===== src/rtl/serial_subtractor.sv =====
// serial_subtractor: bit-serial, LSB-first subtractor computing a - b - bin
// over WIDTH cycles using a single full-subtractor cell.
// Optional feature: define SERIAL_SUB_OVF_EN to add the signed overflow output ovf.
module serial_subtractor #(
   parameter int WIDTH = 8
) (
   input  logic             clk,
   input  logic             reset,
   input  logic             start,
   input  logic [WIDTH-1:0] a,
   input  logic [WIDTH-1:0] b,
   input  logic             bin,
   output logic             busy,
   output logic             done,
   output logic [WIDTH-1:0] d,
   output logic             bout
`ifdef SERIAL_SUB_OVF_EN
   ,
   output logic             ovf
`endif
);

   localparam int CNT_W = (WIDTH > 1) ? $clog2(WIDTH) : 1;
   localparam logic [CNT_W-1:0] CNT_LAST = CNT_W'(WIDTH - 1);
   localparam logic [CNT_W-1:0] CNT_ONE  = CNT_W'(1);

   typedef enum logic [1:0] {
      ST_IDLE = 2'd0,
      ST_RUN  = 2'd1,
      ST_DONE = 2'd2
   } state_t;

   state_t           state_q;
   state_t           state_d;
   logic [CNT_W-1:0] cnt_q;
   logic [WIDTH-1:0] a_q;
   logic [WIDTH-1:0] b_q;
   logic [WIDTH-2:0] dsh_q;     // difference bits produced so far, newest at top
   logic [WIDTH-1:0] d_q;
   logic             br_q;
   logic             bout_q;
`ifdef SERIAL_SUB_OVF_EN
   logic             ovf_q;
`endif

   logic             accept_s;
   logic             last_s;
   logic             diff_s;
   logic             br_next_s;
   logic [WIDTH-1:0] dsh_full_s;

   // Full-subtractor cell on the current LSBs plus start-acceptance decode.
   always_comb begin
      accept_s   = start && ((state_q == ST_IDLE) || (state_q == ST_DONE));
      last_s     = (cnt_q == CNT_LAST);
      diff_s     = a_q[0] ^ b_q[0] ^ br_q;
      br_next_s  = (~a_q[0] & b_q[0]) | (~(a_q[0] ^ b_q[0]) & br_q);
      dsh_full_s = {diff_s, dsh_q};
   end

   // State register with synchronous reset.
   always_ff @(posedge clk) begin
      if (reset) begin
         state_q <= ST_IDLE;
      end else begin
         state_q <= state_d;
      end
   end

   // Next-state logic: DONE chains straight into RUN when start is held.
   always_comb begin
      state_d = state_q;
      case (state_q)
         ST_IDLE: begin
            if (accept_s) state_d = ST_RUN;
            else          state_d = ST_IDLE;
         end
         ST_RUN: begin
            if (last_s) state_d = ST_DONE;
            else        state_d = ST_RUN;
         end
         ST_DONE: begin
            if (accept_s) state_d = ST_RUN;
            else          state_d = ST_IDLE;
         end
         default: state_d = ST_IDLE;
      endcase
   end

   // Outputs decoded from the state register and result registers.
   always_comb begin
      busy = (state_q == ST_RUN);
      done = (state_q == ST_DONE);
      d    = d_q;
      bout = bout_q;
`ifdef SERIAL_SUB_OVF_EN
      ovf  = ovf_q;
`endif
   end

   // Operand shifters, borrow chain, bit counter and held result registers.
   always_ff @(posedge clk) begin
      if (reset) begin
         cnt_q  <= '0;
         a_q    <= '0;
         b_q    <= '0;
         dsh_q  <= '0;
         d_q    <= '0;
         br_q   <= 1'b0;
         bout_q <= 1'b0;
`ifdef SERIAL_SUB_OVF_EN
         ovf_q  <= 1'b0;
`endif
      end else if (accept_s) begin
         a_q   <= a;
         b_q   <= b;
         br_q  <= bin;
         cnt_q <= '0;
      end else if (state_q == ST_RUN) begin
         a_q   <= {1'b0, a_q[WIDTH-1:1]};
         b_q   <= {1'b0, b_q[WIDTH-1:1]};
         br_q  <= br_next_s;
         cnt_q <= cnt_q + CNT_ONE;
         dsh_q <= dsh_full_s[WIDTH-1:1];
         if (last_s) begin
            // MSB cycle: br_q is the borrow into the MSB, br_next_s the borrow out.
            d_q    <= dsh_full_s;
            bout_q <= br_next_s;
`ifdef SERIAL_SUB_OVF_EN
            ovf_q  <= br_q ^ br_next_s;
`endif
         end else begin
            d_q    <= d_q;
            bout_q <= bout_q;
         end
      end else begin
         cnt_q <= cnt_q;
      end
   end

endmodule

===== config.mk =====
export PLATFORM = sky130hd
export DESIGN_NAME = serial_subtractor
export DESIGN_NICKNAME = d
export VERILOG_FILES = /design/src/rtl/serial_subtractor.sv
export SDC_FILE = /design/constraint.sdc
export NUM_CORES = 1
export LEC_CHECK = 0
export CAP_MARGIN = 40
export CELL_PAD_IN_SITES_DETAIL_PLACEMENT = 0
export CELL_PAD_IN_SITES_GLOBAL_PLACEMENT = 1
export CORE_AREA = 2 2 75 77
export DETAILED_ROUTE_END_ITERATION = 8
export DIE_AREA = 0 0 77 79
export GPL_TIMING_DRIVEN = 0
export PLACE_DENSITY_LB_ADDON = 0.1
export SLEW_MARGIN = 20
export SYNTH_ARGS = -nofsm -noshare
export SYNTH_HDL_FRONTEND = slang
export SYNTH_SLANG_ARGS = --single-unit

===== constraint.sdc =====
create_clock -name clk -period 1.96 [get_ports clk]
set_input_delay 0.294 -clock clk [delete_from_list [all_inputs] [get_ports clk]]
set_output_delay 0.294 -clock clk [all_outputs]
set_load 0.005 [all_outputs]

# Yosys cells after proc, flatten, opt, wreduce, memory -nomap -nowiden
# Cells that the tools add are included.
[totals]
reg_bits = 38
wordCells = 37
inputBits = 20
output_inout_bits = 11
[classes]
n_bitwise = 8
add_sub_neg = 1
n_mux = 9
n_reduce_logical = 8
eq_ne = 3
[op_table]
columns = ["op", "n"]
rows = [
  ["$mux W8", 4],
  ["$pmux W2 S2", 1],
  ["$reduce_or A2 Y1", 2],
  ["$add A3 B1 Y3 const B", 1],
  ["$eq A3 B3 Y1 const B", 1],
  ["$mux W1", 3],
  ["$not A1 Y1", 3],
  ["$reduce_and A3 Y1", 1],
  ["$and A1 B1 Y1", 2],
  ["$eq A2 B1 Y1 const B", 1],
  ["$eq A2 B2 Y1 const B", 1],
  ["$logic_not A2 Y1", 1],
  ["$mux W2", 1],
  ["$reduce_and A2 Y1", 1],
  ["$reduce_bool A2 Y1", 1],
  ["$xor A1 B1 Y1", 2],
  ["$logic_and A1 B1 Y1", 1],
  ["$logic_or A1 B1 Y1", 1],
  ["$or A1 B1 Y1", 1],
]

# Logic depth before layout (Yosys ltp)
[depth]
word_depth = 6
mapped_depth = 6
depth_no_buf = 5

# Least setup slack after synthesis
# Ideal clock, no wire load.
[synth_timing]
kind = "flip-flop to flip-flop"
start = "register cnt_q[0]"
end = "register state_q[0]"
setup_time_ns = 0.128
t_arrival_ns = 1.091
path_stages_with_launch = 6
slack_ns = 0.741
synth_period_minus_slack_ns = 1.219
required_time_ns = 1.832
n_path_buf = 1
path_cell_list = "dfxtp_1 ha_1 ha_1 buf_1 o21a_1 nor2_1"
[synth_between]
elab_chain_len = 3
[synth_rtl]
columns = ["element", "line", "text"]
rows = [
  ["start, declared", "35", "logic [CNT_W-1:0] cnt_q;"],
  ["start signal, assigned", "123", "cnt_q <= cnt_q + CNT_ONE;"],
  ["start signal, assigned", "137", "cnt_q <= cnt_q;"],
  ["$eq A3 B3 Y1", "55", "last_s = (cnt_q == CNT_LAST);"],
  ["$mux W2", "79", "if (last_s) state_d = ST_DONE;"],
  ["$pmux W2 S2", "73", "case (state_q)"],
  ["end signal, assigned", "66", "state_q <= state_d;"],
  ["end, declared", "33", "state_t state_q;"],
]
# Every way passes these cells.
# A chain may end at the register's enable or synchronous reset.

# Final worst setup path
[layout_timing]
start = "register state_q[1]"
end = "output port busy"
[layout_between]
elab_chain_len = 1
[layout_rtl]
columns = ["element", "line", "text"]
rows = [
  ["$eq A2 B1 Y1", "92", "busy = (state_q == ST_RUN);"],
  ["end, declared", "13", "output logic busy,"],
]
# Every way passes these cells.

==> summary.md <==
| Metric | Value |
|---|---|
| Port bufs | 29 |
| Placed Area | 1920 um2 |
| Post-route setup TNS | 0 ps |
| Leakage Power | 0.684 nW |
| Flop-to-flop setup slack | 520 ps |
| Synth area leader | dfxtp_1 |
| Maximum clock path buffer count | 2 |
| Cells on Worst Hold Path | 2 |
| Residual DRC | 0 |
| Slew Viols, Final | 0 |
| Critical path class | flip-flop to output port |
| Met3 usage | 3.75% |
| Slew @ Worst Pin | 596 ps |
| Chip width | 77 um |
| Hpwl dp | 2.74 mm |
| Initial Utilization | 28.9% |
| Sequential share of the synthesized area | 49.3% |
| Skew-Pair Late Insertion Delay | 280 ps |
| FILL cells | 591 |
| Initial antenna violation count | 0 |
| Final setup vio count | 0 |
| Max Cap Viol | 0 |
| Skew final | 5.83 ps |
| Post-synth ARST share | 0% |
| Iter 0 DRT Violations | 57 |
| Synth Warn # | 0 |
| Multi-input logic area | 661 um2 |
| Hold worst-path end | d[3]$_SDFFE_PP0P_ |
| RSZ-0062 raised after global routing | false |
| Fmax | 0.544 GHz |
| Worst min path class | flip-flop to flip-flop |
| GRT Residual Overflow | 0 |
| M1 GR Usage | 15.6% |
| Dominant cell by count in the synthesized netlist | dfxtp_1 |
| Gr busiest metal | met2 |
| Synth top area cells | dfxtp_1 (49%), nand2_1 (8.5%), a21oi_1 (6.5%) |
| Mapped Area | 1540 um2 |
| Row count | 27 |
| Critical Path AT | 1550 ps |
| Pwr Total | 1.55 mW |
| Crit Path Max Fanout | 18 |
| Gr usage total | 13.4% |
| Syn Area/Cell | 8.77 um2 |
| Number of synthesized flops with an enable pin | 0 |
| Gates resized, CTS repair | 1 |
| IO Pins | 31 |
| Post-CTS Setup Repair Bufs | 0 |
| Worst r2r src | cnt_q[0]$_SDFFE_PP0P_ |
| Die Height | 79 um |
| Number of vias per cell | 4.80 |
| Status | finished clean |
| Fin util | 37.4% |
| Synth Net Count | 199 |
| Mapped Cells | 176 |
| Core ar. | 5340 um2 |
| GPL Wtd Cong | 0.690 |
| CTS root buffer | clkbuf_8 |
| FF+latch count, synth | 38 |
| Clk sinks | 38 |
| Clk pin slew, worst setup/hold paths | 70 ps |
| Post-DR wirelength/cell | 13.5 um |
| Minimum clock period after layout | 1840 ps |
| Post-synth cell types | 28 |
| Antenna Violating Nets Remaining | 0 |
| Detailed-router iteration count before antenna repair | 4 |
| Critical Path Start Type | flip-flop |
| Met2 usage | 24.0% |
| Hold-fix buffers, CTS | 0 |
| Hold Crit Start | d[3]$_SDFFE_PP0P_ |
| Cts bufs inserted | 5 |
| Area Growth Syn to Fin | 29.2% |
| Most used DFF post-synth | dfxtp_1 |
| Worst EP required | 1670 ps |
| PD cells | 778 nW/um2 |
| Most instantiated cells after synthesis | dfxtp_1 (38), nand2_1 (35), a21oi_1 (20) |
| First-pass GRT wire length | 6.34 mm |
| Layout cells sized above 1 | 8.53% |
| CP endpoint kind | output port |
| Worst Setup SP | state_q[1]$_SDFF_PP0_ |
| Ant diodes | 0 |
| R2R Path End | state_q[0]$_SDFF_PP0_ |
| Max_slew headroom | 60.3% |
| DIE AREA | 6080 um2 |
| Fin. Hold Viols | 0 |
| Final instance area | 1990 um2 |
| CTS tree | done |
| Final period util | 93.9% |
| Via Count | 1357 |
| Area share of the largest cell type after synthesis | 49.3% |
| Area occupied by registers | 762 um2 |
| Largest net degree at the start of global routing | 19 |
| FF-to-FF path depth | 5 |
| Vias in the first global route | 1333 |
| Nets | 234 |
| Peak supply drop | 0.321 mV |
| CTS H-Tree Depth | 2 |
| Total Wirelength | 3.82 mm |
## metal layers
layer / wire length, um / part of all wire, %
met5: 0 / 0
met4: 15 / 0.39
met3: 210 / 5.5
met2: 1950 / 51
met1: 1640 / 43
## final cells by class
cell class	instances	share of cell area, %
sequential	38	38.2
buffer	14	4.83
inverter	3	0.941
multi-input combinational	120	33.1
timing repair buffer	29	14.6
clock buffer	7	3.83
tap	72	4.52
## logic make-up (layout without fill, tap and decap cells)
| family | count (synthesis) | count (layout) | synth area share (%) |
|---|---|---|---|
| compound gates | 38 | 38 | 15.8 |
| xor+xnor | 1 | 1 | 0.567 |
| fa+ha+maj | 3 | 3 | 2.92 |
| buf+inv | 18 | 53 | 7.94 |
| flops | 38 | 38 | 49.3 |
| mux | 3 | 3 | 1.94 |
| simple gates | 75 | 75 | 21.6 |
## metrics by stage
step | cells | worst slack (ps) | hold slack, ps
after CTS | 283 | 98.6 | 459
after floorplan | 176 | 741 | 430
after detailed placement | 277 | 204 | 449
after global placement | 277 | 200 | 441
after global routing | 283 | 41.4 | 482
final | 283 | 120 | 455
## power by group
group / leakage (nW) / total [mW] / switching (mW) / internal, mW
sequential: 0.310 / 0.832 / 0.0216 / 0.810
clock: 0.0383 / 0.497 / 0.252 / 0.245
combinational: 0.335 / 0.224 / 0.117 / 0.106
total: 0.684 / 1.55 / 0.391 / 1.16
## how the worst max path moves through the flow
stage                     depth (start not counted)                    end  slack [ps]
final                                             4                   busy         120
after global routing                              4                   busy          40
after CTS                                         4                   busy         100
after detailed placement                          5                   busy         200
after global placement                            5                   busy         200
after floorplan                                   5  state_q[0]$_SDFF_PP0_         740
## placed cells by master (no fill, tap or decap), types with 3 or more instances in the layout
cell             netlist  layout
clkbuf_8               0       5
clkdlybuf4s50_1        0      29
nor2_1                 8       8
a21oi_1               20      20
nand2_1               35      35
buf_4                  5       4
dfxtp_1               38      37
o22ai_1                6       6
nand3_1               11      11
clkbuf_1               4       6
a311oi_1               7       7
mux2i_1                3       3
nor3_1                14      14
## registers in the layout, indices dropped and copies added, names as in the netlist
register / flops
a_q: 8
state_q: 2
b_q: 8
bout: 1
dsh_q: 7
br_q: 1
d: 8
cnt_q: 3
## critical path, stage by stage, from the launching register on
cell             delay [ps]
dfxtp_1                 330
nand2b_1                160
buf_6                   150
inv_8                   110
clkdlybuf4s50_1         510
(Power assumes the default switching activity.)
